$ cat src/rtl/frame_renderer_pkg.sv
// Shared definitions for the frame renderer: raster defaults, coordinate width,
// FSM state encoding and the rectangle span test.
package frame_renderer_pkg;

  localparam int H_RES_DEFAULT = 640;
  localparam int V_RES_DEFAULT = 480;
  localparam int COORD_W       = 10;

  typedef logic [COORD_W-1:0] coordT;

  typedef enum logic [1:0] {
    IDLE   = 2'd0,
    RENDER = 2'd1,
    DONE   = 2'd2
  } stateT;

  // Widened to 11 bits so origin+size never wraps; clipping falls out naturally.
  function automatic logic inSpan(input coordT p, input coordT origin, input coordT size);
    logic [COORD_W:0] lo;
    logic [COORD_W:0] hi;
    lo = {1'b0, origin};
    hi = {1'b0, origin} + {1'b0, size};
    return ({1'b0, p} >= lo) && ({1'b0, p} < hi);
  endfunction

endpackage

$ cat src/rtl/pixel_counter.sv
// Raster x/y counter: clears to (0,0), advances left-to-right then top-to-bottom,
// and flags the final pixel of the frame.
module pixel_counter
  import frame_renderer_pkg::*;
#(
  parameter int H_RES = H_RES_DEFAULT,
  parameter int V_RES = V_RES_DEFAULT
) (
  input  logic               clk,
  input  logic               rstN,
  input  logic               clear,
  input  logic               advance,
  output logic [COORD_W-1:0] x,
  output logic [COORD_W-1:0] y,
  output logic               last
);

  localparam coordT X_MAX = COORD_W'(H_RES - 1);
  localparam coordT Y_MAX = COORD_W'(V_RES - 1);

  coordT xReg;
  coordT yReg;

  always_ff @(posedge clk or negedge rstN) begin
    if (!rstN) begin
      xReg <= '0;
      yReg <= '0;
    end else if (clear) begin
      xReg <= '0;
      yReg <= '0;
    end else if (advance) begin
      if (xReg == X_MAX) begin
        xReg <= '0;
        yReg <= (yReg == Y_MAX) ? '0 : yReg + 1'b1;
      end else begin
        xReg <= xReg + 1'b1;
      end
    end
  end

  assign x    = xReg;
  assign y    = yReg;
  assign last = (xReg == X_MAX) && (yReg == Y_MAX);

endmodule

$ cat src/rtl/frame_renderer.sv
// Renders one frame of a solid rectangle over a background colour, emitting one
// pixel per accepted write into a downstream double buffer.
module frame_renderer
  import frame_renderer_pkg::*;
#(
  parameter int H_RES = H_RES_DEFAULT,
  parameter int V_RES = V_RES_DEFAULT
) (
  input  logic               clk,
  input  logic               rstN,
  input  logic               start,
  input  logic [COORD_W-1:0] rectX,
  input  logic [COORD_W-1:0] rectY,
  input  logic [COORD_W-1:0] rectW,
  input  logic [COORD_W-1:0] rectH,
  input  logic [23:0]        rectColor,
  input  logic [23:0]        bgColor,
  input  logic               writeReady,
  output logic               writeEnable,
  output logic [7:0]         outRed,
  output logic [7:0]         outGreen,
  output logic [7:0]         outBlue,
  output logic [COORD_W-1:0] outX,
  output logic [COORD_W-1:0] outY,
  output logic               busy,
  output logic               frameDone
);

  stateT stateReg;
  stateT stateNext;

  coordT       rectXReg;
  coordT       rectYReg;
  coordT       rectWReg;
  coordT       rectHReg;
  logic [23:0] rectColorReg;
  logic [23:0] bgColorReg;

  coordT       pixX;
  coordT       pixY;
  logic        pixLast;
  logic        latchFrame;
  logic        emitPixel;
  logic        insideRect;
  logic [23:0] pixColor;

  assign latchFrame = (stateReg == IDLE) && start;
  assign emitPixel  = (stateReg == RENDER) && writeReady;

  pixel_counter #(
    .H_RES(H_RES),
    .V_RES(V_RES)
  ) uCounter (
    .clk    (clk),
    .rstN   (rstN),
    .clear  (latchFrame),
    .advance(emitPixel),
    .x      (pixX),
    .y      (pixY),
    .last   (pixLast)
  );

  // A zero width or height makes the span empty, so that frame is all background.
  assign insideRect = inSpan(pixX, rectXReg, rectWReg) && inSpan(pixY, rectYReg, rectHReg);
  assign pixColor   = insideRect ? rectColorReg : bgColorReg;

  always_comb begin
    stateNext = stateReg;
    case (stateReg)
      IDLE:    if (start) stateNext = RENDER;
      RENDER:  if (writeReady && pixLast) stateNext = DONE;
      DONE:    stateNext = IDLE;
      default: stateNext = IDLE;
    endcase
  end

  always_ff @(posedge clk or negedge rstN) begin
    if (!rstN) begin
      stateReg <= IDLE;
    end else begin
      stateReg <= stateNext;
    end
  end

  always_ff @(posedge clk or negedge rstN) begin
    if (!rstN) begin
      rectXReg     <= '0;
      rectYReg     <= '0;
      rectWReg     <= '0;
      rectHReg     <= '0;
      rectColorReg <= '0;
      bgColorReg   <= '0;
    end else if (latchFrame) begin
      rectXReg     <= rectX;
      rectYReg     <= rectY;
      rectWReg     <= rectW;
      rectHReg     <= rectH;
      rectColorReg <= rectColor;
      bgColorReg   <= bgColor;
    end
  end

  // Colour and coordinate outputs only move on an accepted write; otherwise they hold.
  always_ff @(posedge clk or negedge rstN) begin
    if (!rstN) begin
      writeEnable <= 1'b0;
      frameDone   <= 1'b0;
      outRed      <= '0;
      outGreen    <= '0;
      outBlue     <= '0;
      outX        <= '0;
      outY        <= '0;
    end else begin
      writeEnable <= emitPixel;
      frameDone   <= (stateReg == DONE);
      if (emitPixel) begin
        {outRed, outGreen, outBlue} <= pixColor;
        outX <= pixX;
        outY <= pixY;
      end
    end
  end

  assign busy = (stateReg != IDLE);

endmodule

$ cat config.mk
export PLATFORM = sky130hd
export DESIGN_NAME = frame_renderer
export DESIGN_NICKNAME = d
export VERILOG_FILES = /design/src/rtl/frame_renderer_pkg.sv /design/src/rtl/pixel_counter.sv /design/src/rtl/frame_renderer.sv
export SDC_FILE = /design/constraint.sdc
export NUM_CORES = 1
export LEC_CHECK = 0
export CORE_UTILIZATION = 54
export CTS_CLUSTER_SIZE = 24
export DETAILED_ROUTE_END_ITERATION = 10
export PLACE_DENSITY = 0.81
export SETUP_SLACK_MARGIN = 0.2
export SLEW_MARGIN = 20
export SYNTH_ARGS = -nofsm -noshare
export SYNTH_HDL_FRONTEND = slang
export SYNTH_HIERARCHICAL = 1
export SYNTH_SLANG_ARGS = --single-unit
$ cat constraint.sdc
create_clock -name clk -period 4.82 [get_ports clk]
set_clock_uncertainty 0.2 [all_clocks]
set_input_delay 1.446 -clock clk [delete_from_list [all_inputs] [get_ports clk]]
set_output_delay 1.446 -clock clk [all_outputs]
set_load 0.01 [all_outputs]
==> results of run 1 <==
## kinds of logic after synthesis
logic type,count (synthesis)
multiplexers,92
adder cells (fa/ha/maj),62
XOR/XNOR,22
flip-flops,156
AO/OA/AOI/OAI,161
buffers and inverters,64
AND/OR/NAND/NOR,165
## through the flow
stage | setup slack (ns) | cell area, um2 | cells
floorplan | 1.013 | 8134 | 722
global placement | 0.8395 | 9644 | 1018
detailed placement | 0.7034 | 9644 | 1018
CTS | 0.6222 | 10210 | 1050
global route | 0.2763 | 10210 | 1050
finish | 0.5863 | 10210 | 1050
## area by class of cell
type | count | share of cell area
clock buffers | 17 | 0.04165
flip-flops and latches | 156 | 0.3822
well taps | 184 | 0.02254
repair buffers | 144 | 0.1412
clock inverters | 15 | 0.01396
multi-input cells | 502 | 0.3867
inverters | 32 | 0.01176
## state kept, by name (all words and copies together), names as in the netlist, 10 cells and up
name,count
bgColorReg,24
outX,10
outY,10
rectColorReg,24
rectHReg,10
rectWReg,10
rectXReg,10
rectYReg,10
uCounter/x,10
uCounter/y,10
## worst max-delay path: cells and delay by family, from the launching register on
| family | cells | cell delay (ns) |
|---|---|---|
| adder cells (fa/ha/maj) | 2 | 0.66 |
| XOR/XNOR | 1 | 0.11 |
| flip-flops | 1 | 0.43 |
| AO/OA/AOI/OAI | 11 | 2.63 |
| AND/OR/NAND/NOR | 1 | 0.11 |
## per-layer routing
layer  global-route usage  vias to the layer above  share of wire  routed length (um)
met5                    0                        -              0                   0
met4               0.1063                        0          0.020                 383
met3              0.05756                       35          0.053                1030
met2               0.4378                      187           0.50                9626
met1               0.3277                     3057           0.43                8236
li1                     -                     2885              -                   -
## cells in the final DEF (no fill, tap or decap), types with 5 or more instances in the layout
cell,Yosys,routed
clkbuf_16,0,17
xor2_1,12,12
nand3_1,35,35
buf_4,4,5
inv_6,0,6
a31oi_1,27,27
nand2_1,34,34
nor2_1,42,40
dfrtp_1,156,156
nor2b_1,5,5
xnor2_1,10,10
a21o_1,12,12
mux2_2,91,91
a211oi_1,5,5
o21ai_0,25,25
ha_1,60,60
clkdlybuf4s50_1,0,137
inv_1,32,32
a21oi_1,23,23
or3_1,5,5
o21ai_1,33,33
nand2b_1,7,7
nand4_1,9,9
## power by group through the flow
stage,Clock (mW),Sequential (mW),Combinational [mW]
3_5_place_dp,0,1.62,0.893
4_1_cts,1.30,1.60,0.913
6_report,1.29,1.60,0.911
2_1_floorplan,0,1.60,0.549
5_1_grt,1.36,1.63,1.01
3_3_place_gp,0,1.61,0.853
## path summary, 6_finish.rpt
path	startpoint	to	cells past startpoint
setup / recovery	rectYReg[1]	outBlue[0]	15
hold / removal	bgColorReg[19]	bgColorReg[19]	1
setup reg to reg	rectYReg[1]	outBlue[0]	15
hold reg to reg	bgColorReg[19]	bgColorReg[19]	1
max in group asynchronous	rstN	rectYReg[8]	2
min in group asynchronous	rstN	rectWReg[0]	1
==> results.json, run 1 <==
{
  "synth.most_common_cell": "dfrtp_1",
  "dp_hpwl_um": 13180,
  "drv_slew": 0,
  "async_flop_share": 1.000,
  "fin_tns_setup_ns": 0,
  "status": "complete, no violations",
  "synth_ff_type": "dfrtp_1",
  "cts_resized": 0,
  "seqCellArea_um2": 3904,
  "cts.clk_slew.worst_paths_ns": 0.07,
  "die_h_um": 124.7,
  "initialDrtViolationCount": 324,
  "clockBufferDepth": 2,
  "postCtsHoldBufs": 0,
  "fin_util": 0.7002,
  "wl_per_cell_um": 18.36,
  "p_leak_nw": 4.544,
  "worstPathMaxFanout": 24,
  "cp_cell_sequence": "ha_1, a21o_1, a21o_1, a21oi_1, o21ai_1, a31o_2, a21oi_1, xnor2_1, ha_1, nand3_1, o31ai_1, o22ai_2, o211ai_4, o21ai_1, a31oi_1",
  "gr-usage-all-layers": 0.2615,
  "crit_path_end_kind": "flop",
  "initial_core_util": 0.5575,
  "slew_headroom": 0.3519,
  "drt.antenna.violating_nets": 0,
  "yosys.area_share.simple": 0.1041,
  "core-area_um2": 14590,
  "synthAdderAreaFrac": 0.09722,
  "cts_inserted_buffers": 17,
  "worstSetupPathType": "reg -> reg",
  "globalplace.congestion": 0.8317,
  "clk_latency_ns": 0.43,
  "arrival_ns": 4.37,
  "critPathRequiredTime_ns": 4.96,
  "cp_slowest_cell": "o211ai_4",
  "post-route-period-util": 0.8784,
  "vdd_ir_drop_max_v": 0.0002715,
  "areaGrowthSynthToFinish_pct": 25.58,
  "r2r_setup_slack_ns": 0.59,
  "dieWidth_um": 124.7,
  "antenna_found_initial": 0,
  "slowest_delay_ns": 0.69,
  "ys_warn_count": 6,
  "synth_edf_count": 0,
  "nets": 1007,
  "muxShareOfSynthArea": 0.1272,
  "syn-num-nets": 876,
  "max_freq_mhz": 236.2,
  "worst_setup_path_start_kind": "flop",
  "rsz0062_at_grt": "false",
  "avgViaCountPerCell": 5.870,
  "drv_cap": 0,
  "grt_pass1_wl_um": 32310,
  "ys_top_cells_by_area": "dfrtp_1 (48%), mux2_2 (13%), ha_1 (9.2%), nand3_1 (2.2%), a31oi_1 (2.1%)",
  "switching_power_mw": 1.179,
  "worst_pin_slew_ns": 0.9714,
  "dr_total_vias": 6164,
  "synth_top_area_frac": 0.4799,
  "fin_hold_ws_ns": 0.3039,
  "power.total_mw": 3.802,
  "p_per_area_nw_per_um2": 372.2,
  "drtPass1Iterations": 4,
  "internal_power_mw": 2.623,
  "htree_num_levels": 4,
  "synthXorXnorAreaFrac": 0.02369,
  "nFillCells": 1025,
  "syn_inst": 722,
  "row_count": 44,
  "synth_seq_cells": 156,
  "wirelength_um": 19280,
  "portBuffers": 138,
  "yosys.area.top_type": "dfrtp_1",
  "power_frac_comb": 0.240,
  "synth_common_cells": "dfrtp_1 (156), mux2_2 (91), ha_1 (60), nor2_1 (42), nand3_1 (35)",
  "clkPwrFrac": 0.338,
  "switching_share": 0.3100,
  "post_cts.repair.setup_buffers": 0,
  "cts_tree": "yes",
  "grt_max_degree": 112,
  "multiInputGateArea_um2": 3950,
  "syn_area_um2": 8134,
  "drive_gt1_frac": 0.1697,
  "grt.overflow.total": 0,
  "seq_area_frac_synth": 0.4799,
  "clockRootBuffer": "clkbuf_16",
  "ys_types": 68,
  "hold_class": "reg -> reg",
  "io_pins": 139,
  "die_area_um2": 15560,
  "pwr-share-seq": 0.422,
  "route.detailed.drc": 0,
  "antenna_cells": 0,
  "grt_pass1_vias": 6564,
  "min_period_ns": 4.234,
  "synth_top_family_by_area": "compound AO/OA/AOI/OAI gates",
  "avgSynthCellArea_um2": 11.27,
  "clock_sinks": 156,
  "synth_compound_area_frac": 0.1315,
  "setup_viol": 0,
  "hold_viol_final": 0
}
Note: power is estimated with default switching activity, not from simulation.
==> run 2: changes to the inputs <==
- CORE_UTILIZATION: 54 -> 48
- PLACE_DENSITY: 0.81 -> 0.76
- clock period: 4.82 -> 3.6 ns (I/O delays scaled with it)
==> results.json, run 2 (synthesis gave the netlist of run 1 again) <==
{
  "status": "finished with violations",
  "violations": "setup timing",
  "p_leak_nw": 4.773,
  "nets": 1034,
  "crit_path_end_kind": "flop",
  "hold_class": "reg -> reg",
  "post-route-period-util": 1.005,
  "ff2ff_path_depth": 17,
  "setup_slack_ns": -0.01943,
  "grt_max_degree": 72,
  "worst_pin_slew_ns": 0.6178,
  "dp_hpwl_um": 12590,
  "clk_latency_ns": 0.43,
  "startpoint": "rectYReg[1]",
  "drtPass1Iterations": 5,
  "fin_util": 0.6514,
  "arrival_ns": 3.70,
  "cts_tree": "yes",
  "vdd_ir_drop_max_v": 0.0003635,
  "reg2reg_from": "rectYReg[1]",
  "io_pins": 139,
  "final_common_cell": "dfrtp_1",
  "drt.antenna.violating_nets": 0,
  "postCtsHoldBufs": 0,
  "htree_num_levels": 4,
  "antenna_cells": 0,
  "hold_viol_final": 0,
  "cts.clk_slew.worst_paths_ns": 0.07,
  "grt.overflow.total": 0,
  "worst_setup_path_start_kind": "flop",
  "drv_cap": 0,
  "min_period_ns": 3.619,
  "gr-usage-all-layers": 0.2223,
  "dieWidth_um": 132.2,
  "avgViaCountPerCell": 5.526,
  "p_per_area_nw_per_um2": 488.5,
  "drv_slew": 0,
  "clockBufferDepth": 2,
  "r2r_setup_slack_ns": -0.02,
  "finalInstanceArea_um2": 10800,
  "cp-endpoint": "outGreen[4]",
  "globalplace.congestion": 0.8586,
  "clock_sinks": 156,
  "antenna_found_initial": 0,
  "place_ws_ns": -0.05206,
  "route.detailed.drc": 0,
  "fin_tns_setup_ns": -0.05154,
  "top_regs": "bgColorReg: 24 flops, rectColorReg: 24 flops",
  "areaGrowthSynthToFinish_pct": 32.81,
  "portBuffers": 138,
  "hold_path_depth": 1,
  "max_freq_mhz": 276.3,
  "grt_pass1_vias": 6196,
  "dr_total_vias": 6150,
  "wirelength_um": 19090,
  "slew_headroom": 0.5862,
  "mostFrequentLayoutCells": "dfrtp_1 (156), clkdlybuf4s50_1 (137), mux2_2 (91)",
  "grt_pass1_wl_um": 30550,
  "drive_gt1_frac": 0.2284,
  "die_area_um2": 17470,
  "critPathRequiredTime_ns": 3.68,
  "wl_per_cell_um": 17.15,
  "setup_viol": 3,
  "worstPathMaxFanout": 6,
  "r2r-end": "outGreen[4]",
  "core-area_um2": 16580,
  "die_h_um": 132.2,
  "initialDrtViolationCount": 329,
  "initial_core_util": 0.4905,
  "row_count": 47,
  "cts_inserted_buffers": 17,
  "place_area_um2": 9867,
  "worstSetupPathType": "reg -> reg",
  "clockRootBuffer": "clkbuf_16",
  "rsz0062_at_grt": "true"
}
run 2: changes by cell type in the layout (fill, tap and decap cells not counted), moves of 3 or more:
cell       change
a21oi_1        -4
a21oi_2        +4
buf_12         +8
buf_4         +13
buf_6          +3
clkbuf_16      +4
o21ai_1       -17
o21ai_2       +17
run 2: worst min path at each step:
stage,to,slack [ns],start
final,outX[9],0.31,outX[9]
after global routing,bgColorReg[11],0.32,bgColorReg[11]
after CTS,bgColorReg[21],0.31,bgColorReg[21]
after detailed placement,bgColorReg[21],0.29,bgColorReg[21]
after global placement,frameDone,0.28,stateReg[0]
after floorplan,stateReg[0],0.23,stateReg[1]
run 2: cell type report:
cell class	count	area, um2
Sequential cell	156	3904
Inverter	32	120.1
Tap cell	220	275.3
Fill cell	1297	5781
Multi-Input combinational cell	502	4084
Clock inverter	15	173.9
Timing Repair Buffer	171	1821
Clock buffer	17	425.4
run 2: power by group:
| group | leakage (nW) | total (mW) | switching [mW] | internal, mW |
|---|---|---|---|---|
| registers | 1.94 | 2.15 | 0.180 | 1.97 |
| logic | 2.55 | 1.31 | 0.606 | 0.701 |
| clock network | 0.282 | 1.83 | 0.780 | 1.05 |
| total | 4.77 | 5.28 | 1.57 | 3.71 |
run 2: routing by layer:
metal | wire length, um | share of wire | track usage
met1 | 8245 | 0.43 | 0.2803
met2 | 9594 | 0.50 | 0.3845
met3 | 1026 | 0.054 | 0.05075
met4 | 220 | 0.012 | 0.05939
met5 | 0 | 0 | 0
run 2: worst max-delay path, cell delays in order (launching register included):
cell       delay (ns)
dfrtp_1          0.38
ha_1             0.29
a21o_1           0.16
a21o_1           0.19
a21oi_2          0.17
o21ai_2          0.08
a31o_2           0.21
a21oi_2          0.16
xnor2_1          0.09
ha_1             0.33
a21oi_2          0.20
o31ai_4          0.09
o22ai_2          0.24
o211ai_4         0.12
buf_12           0.16
clkbuf_16        0.16
o21ai_1          0.12
a31oi_1          0.10
run 2: through the flow:
step,total power [mW],hold WS (ns),cells
after floorplan,2.881,0.2316,722
after global placement,3.335,0.2798,1066
after detailed placement,3.372,0.2931,1066
after CTS,5.258,0.3103,1105
after global routing,5.571,0.3200,1113
final,5.278,0.3074,1113
run 2: timing repair:
item,4_1_cts,5_1_grt
resized for setup,7,27
pin swaps,8,27
buffers inserted,7,2
cloned,0,6
endpoints found under the setup margin,24,24
